File: src/rtl/reduction_rr_arbiter.sv
// Round-robin arbiter that drains seven show-ahead FIFOs into a single registered output stream.
// Optional per-source grant counters are enabled by defining REDUCTION_ARB_GRANT_CNT_EN.
module reduction_rr_arbiter #(
    parameter int DATA_W  = 64,
    parameter int NUM_SRC = 7
) (
    input  logic                      clk,
    input  logic                      rst_n,
    input  logic [NUM_SRC-1:0]        fifo_empty,
    input  logic [NUM_SRC*DATA_W-1:0] fifo_data,
    input  logic [NUM_SRC-1:0]        fifo_last,
    output logic [NUM_SRC-1:0]        fifo_pop,
    output logic                      out_valid,
    input  logic                      out_ready,
    output logic [DATA_W-1:0]         out_data,
    output logic [2:0]                out_src,
    output logic                      out_last
`ifdef REDUCTION_ARB_GRANT_CNT_EN
    ,
    input  logic [2:0]                cnt_sel,
    input  logic                      cnt_clr,
    output logic [31:0]               cnt_val
`endif
);

    typedef enum logic {ST_ARB, ST_LOCK} state_t;

    localparam logic [2:0] IDX_NONE = 3'd7;

    state_t              state_q, state_d;
    logic [2:0]          cur_idx_q, cur_idx_d;
    logic                out_valid_q, out_valid_d;
    logic [DATA_W-1:0]   out_data_q, out_data_d;
    logic [2:0]          out_src_q, out_src_d;
    logic                out_last_q, out_last_d;

    logic [NUM_SRC:0]    avail;
    logic                load;
    logic [2:0]          next_idx;
    logic [3:0]          cand;
    logic                grant_en;
    logic [2:0]          grant_idx;
    logic [DATA_W-1:0]   sel_data;
    logic                sel_last;

    // Extra top bit stands for the "none" index so it always reads as unavailable.
    assign avail = {1'b0, ~fifo_empty};
    assign load  = ~out_valid_q | out_ready;

    // Loops run in reverse so the earliest candidate in search order is the final assignment.
    always_comb begin
        next_idx = IDX_NONE;
        cand     = '0;
        if (cur_idx_q == IDX_NONE) begin
            for (int k = NUM_SRC - 1; k >= 0; k--) begin
                if (avail[k]) next_idx = 3'(k);
            end
        end else begin
            for (int k = NUM_SRC; k >= 1; k--) begin
                cand = {1'b0, cur_idx_q} + 4'(k);
                if (cand >= 4'(NUM_SRC)) cand = cand - 4'(NUM_SRC);
                if (avail[cand[2:0]]) next_idx = cand[2:0];
            end
        end
    end

    always_comb begin
        state_d     = state_q;
        cur_idx_d   = cur_idx_q;
        out_valid_d = out_valid_q;
        out_data_d  = out_data_q;
        out_src_d   = out_src_q;
        out_last_d  = out_last_q;
        fifo_pop    = '0;
        grant_en    = 1'b0;
        grant_idx   = IDX_NONE;
        sel_data    = '0;
        sel_last    = 1'b0;

        if (load) begin
            case (state_q)
                ST_ARB: begin
                    if (next_idx != IDX_NONE) begin
                        grant_en  = 1'b1;
                        grant_idx = next_idx;
                    end else begin
                        out_valid_d = 1'b0;
                    end
                end
                ST_LOCK: begin
                    if (avail[cur_idx_q]) begin
                        grant_en  = 1'b1;
                        grant_idx = cur_idx_q;
                    end else begin
                        out_valid_d = 1'b0;
                    end
                end
                default: out_valid_d = 1'b0;
            endcase
        end

        if (grant_en) begin
            for (int i = 0; i < NUM_SRC; i++) begin
                if (grant_idx == 3'(i)) begin
                    fifo_pop[i] = 1'b1;
                    sel_data    = fifo_data[i*DATA_W +: DATA_W];
                    sel_last    = fifo_last[i];
                end
            end
            out_valid_d = 1'b1;
            out_data_d  = sel_data;
            out_src_d   = grant_idx;
            out_last_d  = sel_last;
            cur_idx_d   = grant_idx;
            state_d     = sel_last ? ST_ARB : ST_LOCK;
        end
    end

    always_ff @(posedge clk or negedge rst_n) begin
        if (!rst_n) begin
            state_q     <= ST_ARB;
            cur_idx_q   <= IDX_NONE;
            out_valid_q <= 1'b0;
            out_data_q  <= '0;
            out_src_q   <= '0;
            out_last_q  <= 1'b0;
        end else begin
            state_q     <= state_d;
            cur_idx_q   <= cur_idx_d;
            out_valid_q <= out_valid_d;
            out_data_q  <= out_data_d;
            out_src_q   <= out_src_d;
            out_last_q  <= out_last_d;
        end
    end

    assign out_valid = out_valid_q;
    assign out_data  = out_data_q;
    assign out_src   = out_src_q;
    assign out_last  = out_last_q;

`ifdef REDUCTION_ARB_GRANT_CNT_EN
    logic [31:0] cnt_q [NUM_SRC];
    logic [31:0] cnt_d [NUM_SRC];
    logic [31:0] cnt_val_q, cnt_val_d;

    // Clear takes priority over a same-cycle pop; counters wrap naturally.
    always_comb begin
        cnt_val_d = '0;
        for (int i = 0; i < NUM_SRC; i++) begin
            cnt_d[i] = cnt_clr ? 32'd0 : cnt_q[i] + {31'd0, fifo_pop[i]};
            if (cnt_sel == 3'(i)) cnt_val_d = cnt_q[i];
        end
    end

    always_ff @(posedge clk or negedge rst_n) begin
        if (!rst_n) begin
            for (int i = 0; i < NUM_SRC; i++) cnt_q[i] <= '0;
            cnt_val_q <= '0;
        end else begin
            for (int i = 0; i < NUM_SRC; i++) cnt_q[i] <= cnt_d[i];
            cnt_val_q <= cnt_val_d;
        end
    end

    assign cnt_val = cnt_val_q;
`endif

endmodule

File: config.mk
export PLATFORM = sky130hd
export DESIGN_NAME = reduction_rr_arbiter
export DESIGN_NICKNAME = d
export VERILOG_FILES = /design/src/rtl/reduction_rr_arbiter.sv
export SDC_FILE = /design/constraint.sdc
export NUM_CORES = 1
export LEC_CHECK = 0
export CORE_AREA = 2 2 209 211
export CTS_BUF_LIST = sky130_fd_sc_hd__clkbuf_16
export DETAILED_ROUTE_END_ITERATION = 6
export DIE_AREA = 0 0 211 213
export GPL_TIMING_DRIVEN = 0
export PLACE_DENSITY = 0.52
export SLEW_MARGIN = 10
export SYNTH_ARGS = -nofsm -noshare
export SYNTH_HDL_FRONTEND = slang
export SYNTH_SLANG_ARGS = --single-unit
File: constraint.sdc
create_clock -name clk -period 6.85 [get_ports clk]
set_clock_uncertainty 0.2 [all_clocks]
set_input_delay 1.0275 -clock clk [delete_from_list [all_inputs] [get_ports clk]]
set_output_delay 1.0275 -clock clk [all_outputs]
set_load 0.005 [all_outputs]
After elaboration in Yosys (flattened, before gate mapping)
Index checks and enable logic that the tools add are counted.

Bits of input ports: 465. Register bits after elaboration: 73. Output and inout bits: 76. Logic and storage cells: 134.

Add/sub/neg operators: 14. Equal/unequal tests: 10. Order comparisons: 15. Multiplexer cells: 82. Reduce and logical (&&, ||, !) cells: 3. Bitwise logic cells: 4.

Operator list (count): 2-to-1 mux 64 bit (7); 2-to-1 mux 3 bit (31); < comparator 3 x 4 -> 1 bit (second input constant) (8); 2-to-1 mux 1 bit (32); greater-or-equal comparator 4 x 3 -> 1 bit (second input constant) (7); binary-select mux 1 bit (select 3 bit) (8); subtractor 3 bit (second input constant) (7); adder 3 x 3 -> 4 bit (second input constant) (4); == test 3 bit (second input constant) (4); inequality test 3 bit (second input constant) (3); adder 3 x 2 -> 4 bit (second input constant) (2); 2-to-1 mux 7 bit (1); NOT 7 bit (1); == test 3 x 2 -> 1 bit (second input constant) (2); case mux 3 bit (2 select lines) (1); adder 3 x 1 -> 4 bit (second input constant) (1); case mux 1 bit (2 select lines) (2); == test 3 x 1 -> 1 bit (second input constant) (1); logical NOT 3 bit (1); AND reduction 3 bit (1); NOT 1 bit (2); nonzero test 2 bit (1); OR 1 bit (1).

Depth between registers and ports, before layout
Word-level depth: 28. Gate-level depth with buffers: 21.

Worst setup path after synthesis
No wires, ideal clock.

Kind: reg2out. Start: register cur_idx_q[1]. End: output port fifo_pop[2]. Data required time: 5622 ps. Cell stages (with the launch flop): 17. Data arrival time: 3985 ps. Path slack: 1637 ps. Buffers on the path: 5. Cells stage by stage: dfstp_2 > buf_2 > buf_2 > inv_1 > ha_1 > buf_6 > mux2i_1 > a21o_1 > a222oi_1 > o211ai_1 > or4_4 > nor2_1 > nand4_1 > and2_4 > buf_4 > buf_2 > nor3_1.

Longest elaborated chain between the ends: 21. Elaborated cells between the ends (all ways): 72.

Ends and longest elaborated chain: from (decl) (line 31) `logic [2:0] cur_idx_q, cur_idx_d;`; from (signal assigned) (line 129) `cur_idx_q <= cur_idx_d;`; adder 3 x 3 -> 4 bit (line 60) `cand = {1'b0, cur_idx_q} + 4'(k);`; greater-or-equal comparator 4 x 3 -> 1 bit / subtractor 3 bit (equally long branches) (line 61) `if (cand >= 4'(NUM_SRC)) cand = cand - 4'(NUM_SRC);`; 2-to-1 mux 3 bit (line 61); 2-to-1 mux 3 bit (line 54) `if (cur_idx_q == IDX_NONE) begin`; binary-select mux 1 bit (select 3 bit) (line 62) `if (avail[cand[2:0]]) next_idx = cand[2:0];`; 2-to-1 mux 1 bit (not written as such) (line 62); 2-to-1 mux 3 bit (7 in a row) (line 62); 2-to-1 mux 3 bit (line 54); inequality test 3 bit (line 83) `if (next_idx != IDX_NONE) begin`; 2-to-1 mux 3 bit (line 83); case mux 3 bit (2 select lines) (line 81) `case (state_q)`; 2-to-1 mux 3 bit (line 80) `if (load) begin`; == test 3 x 2 -> 1 bit (line 104) `if (grant_idx == 3'(i)) begin`; 2-to-1 mux 1 bit (line 104); 2-to-1 mux 7 bit * (line 102) `if (grant_en) begin`; to (decl) (line 12) `output logic [NUM_SRC-1:0] fifo_pop,`.

Every way passes the cells marked *; elsewhere a longest branch is shown, timed or not. The select of a mux whose other input is x is not followed.

Worst setup path after layout
Ends and elaborated chain as after synthesis.

==> results.toml <==
[yosys]
syn_area_um2 = 9140
synth_flop_cell = "dfrtp_1"
async_flop_share_pct = 100
ys_warn_count = 0
synth-seq-area-share_pct = 20.0
synth_fp_nets = 1746
synth_top_area_share_pct = 19.2
synth_cell_types = 92
synth_edf_count = 0
avgSynthCellArea_um2 = 7.21
yosys-top-cells-area = "dfrtp_1 (19%), and3_1 (8.1%), nand3_1 (7.4%)"
synthCells = 1267
yosys.area.top_type = "dfrtp_1"
yosysMostFrequentCell = "nand2_1"
ys_seq_elements = 73
synth_common_cells = "nand2_1 (158), nand3_1 (135), and3_1 (118), o21ai_0 (99), clkbuf_1 (72)"

[floorplanning]
die_w_um = 211
rows = 76
initial_utilization_pct = 21.4
dieArea_um2 = 44900
core_um2 = 42700
io_pins = 541
fp.dieH_um = 213

[setup_path]
crit_type = "register to primary output"
worst_path_max_delay_cell = "or4_4"
critPathCaptureType = "primary output"
max_stage_delay_ps = 620
path_cells = "buf_4 > buf_8 > clkinvlp_4 > ha_4 > buf_6 > mux2i_1 > a21o_1 > a222oi_1 > o211ai_1 > or4_4 > a21oi_4 > o41ai_4 > and2_4 > buf_4 > buf_4 > nor3_1 > clkdlybuf4s50_1"
worst-path-max-fanout = 11
crit_start = "cur_idx_q[1]"
crit_arrival_ps = 5420
critPathTopFamily = "buffers and inverters"
r2r-end = "out_data[4]"
r2r_start = "cur_idx_q[1]"
worst-endpoint-required_ps = 5620
critPathLaunchType = "register"
reg2reg_depth = 18
rrSetupSlack_ps = 830
path_common_cell = "buf_4"
crit_end = "fifo_pop[2]"
cp_num_cells = 17
cp.buffers_inverters = 7

[drt]
ant_nets = 0
viasPerCell = 5.32
wl_per_cell_um = 27.6
detail_route.wirelength_um = 66000
firstDrtPassIters = 5
drt_iter0_drc = 1050
remaining_drc_errors = 0
via_count = 12698

[global_routing]
track_usage_pct = 28.1
grt_pass1_vias = 12500
grt_max_degree = 51
overflow = 0
grt_pass1_wl_um = 90800
grt_antenna_before_repair = 11

[clock_tree]
cts_tree = "done"
htreeDepth = 3
clk-insertion-delay-late_ps = 380
cts_buffers = 9
hold_buffers = 0
clk_pin_slew_worst_paths_ps = 70
clockRootBuffer = "clkbuf_16"
cts_sinks = 73
clockBufferDepth = 2

[worst_hold_path]
min_path_cells = 2
hp-class = "register to register"

[timing]
tightestPinTransition_ps = 988
fmax_mhz = 150
setup_viol = 0
period_needed_ps = 6650
maxSlewHeadroom_pct = 33.6
hold_viol = 0
fin_crit_sh_pct = 97.1
final_max_slew_viol_count = 0
rsz0062_at_grt = "no"

[cells_and_area]
nets = 2312
syn_to_final_growth_pct = 73.3
design_area_um2 = 15800
drive_gt1_share_pct = 8.28
finalNonFillerCells = 2389

[place]
dp.cells = 2352
dp_hpwl_um = 53500
place_area_um2 = 15200
place_congestion = 0.984
numPortBuffers = 538

[run_status]
status = "complete, no violations"

[pwr]
vdd_drop_max_v = 0.000184
powerDensity_nw_per_um2 = 567
power_leakage_nw = 5.96

[run]
maxCapViolations = 0
==> layer usage <==
| layer | part of all wire, % | global-route usage, % | up-vias |
|---|---|---|---|
| li1 | - | - | 5869 |
| met1 | 41 | 34.1 | 6169 |
| met2 | 49 | 49.0 | 566 |
| met3 | 7.2 | 6.30 | 94 |
| met4 | 3.2 | 9.32 | 0 |
| met5 | 0 | 0 | - |
==> worst min path at each step <==
| stage | start | endpoint | slack [ps] |
|---|---|---|---|
| 2_1_floorplan | out_data[27] | out_data[27] | 280 |
| 3_3_place_gp | out_last | out_last | 270 |
| 4_1_cts | out_src[2] | out_src[2] | 310 |
| 3_5_place_dp | out_last | out_last | 290 |
| 6_report | out_src[2] | out_src[2] | 300 |
| 5_1_grt | out_data[27] | out_data[27] | 330 |
==> worst reg2reg max path, delay by kind of cell, from the launching register on <==
family	cells	cell delay, ps
DFF	1	610
and+or+nand+nor	5	1790
adders and majority gates	2	500
AOI/OAI and AO/OA	5	1270
buffers and inverters	6	1530
==> placed cells by master (no fill, tap or decap), types with 5 or more instances in the layout <==
cell type and n:
and2_1 5, xnor2_1 5, diode_2 7, o21ai_1 46
and3_1 118, buf_2 34, a221oi_1 5, buf_4 27
inv_1 20, ha_1 11, mux2_2 6, nor3_1 10
nor3b_1 63, a211oi_1 61, mux2i_1 24, o22a_1 58
o21ai_0 97, nand3b_1 8, nor2b_1 15, clkdlybuf4s50_1 537
nand2b_1 9, a31oi_1 8, nor2_1 33, nand2_1 157
dfrtp_1 70, clkbuf_16 9, a21oi_1 25, a22oi_1 10
or3_1 5, clkbuf_1 69, o211ai_1 12, nand3_1 135
buf_6 11
==> power by group <==
group / leakage (nW) / internal (mW) / switching (mW)
Clock: 0.130 / 0.235 / 0.216
Sequential: 0.831 / 0.699 / 0.169
Combinational: 5.00 / 3.03 / 4.63
Total: 5.96 / 3.97 / 5.01
==> metrics by stage <==
step | setup TNS, ps | setup WS, ps | hold slack, ps | power (mW) | utilization, %
6_report | 0 | 202 | 298 | 8.98 | 37.1
3_3_place_gp | -3300 | -602 | 271 | 8.08 | 35.6
3_5_place_dp | -2620 | -607 | 288 | 8.10 | 35.7
5_1_grt | 0 | 2.30 | 328 | 9.60 | 37.1
4_1_cts | 0 | 0.957 | 306 | 8.82 | 36.8
2_1_floorplan | 0 | 1640 | 279 | 5.19 | -
==> state kept, by name, summed over array words and instances, names as in the netlist <==
name / flops
out_data: 64
cur_idx_q: 3
out_src: 3
out_last: 1
out_valid: 1
state_q: 1
==> area by class of cell <==
cell class	count	area (µm²)
multi-input cells	1044	6770
clock buffers	9	225
well taps	546	683
repair inverters	1	5.00
repair buffers	555	5530
fillers	4534	26900
inverters	19	78.8
flip-flops and latches	73	1830
plain buffers	130	672
diodes	7	17.5
clock inverters	5	18.8
==> repair_timing <==
item                                    CTS  global route
endpoints found under the setup margin   10             7
pin swaps                                 4             4
gates resized for setup                  30            19
cloned                                    1             0
buffers inserted                         10             6
==> kinds of logic (layout without fill, tap and decap cells) <==
family,after synthesis,after routing,synth area share [%]
DFF,73,73,20.0
xor gates and xnor gates,9,9,1.03
muxes,37,37,4.67
and+or+nand+nor,590,590,34.5
other,0,7,0
AOI/OAI and AO/OA,394,394,29.9
buffers and inverters,150,719,7.80
adders and majority gates,14,14,2.00
Note: power is estimated with default switching activity, not from simulation.
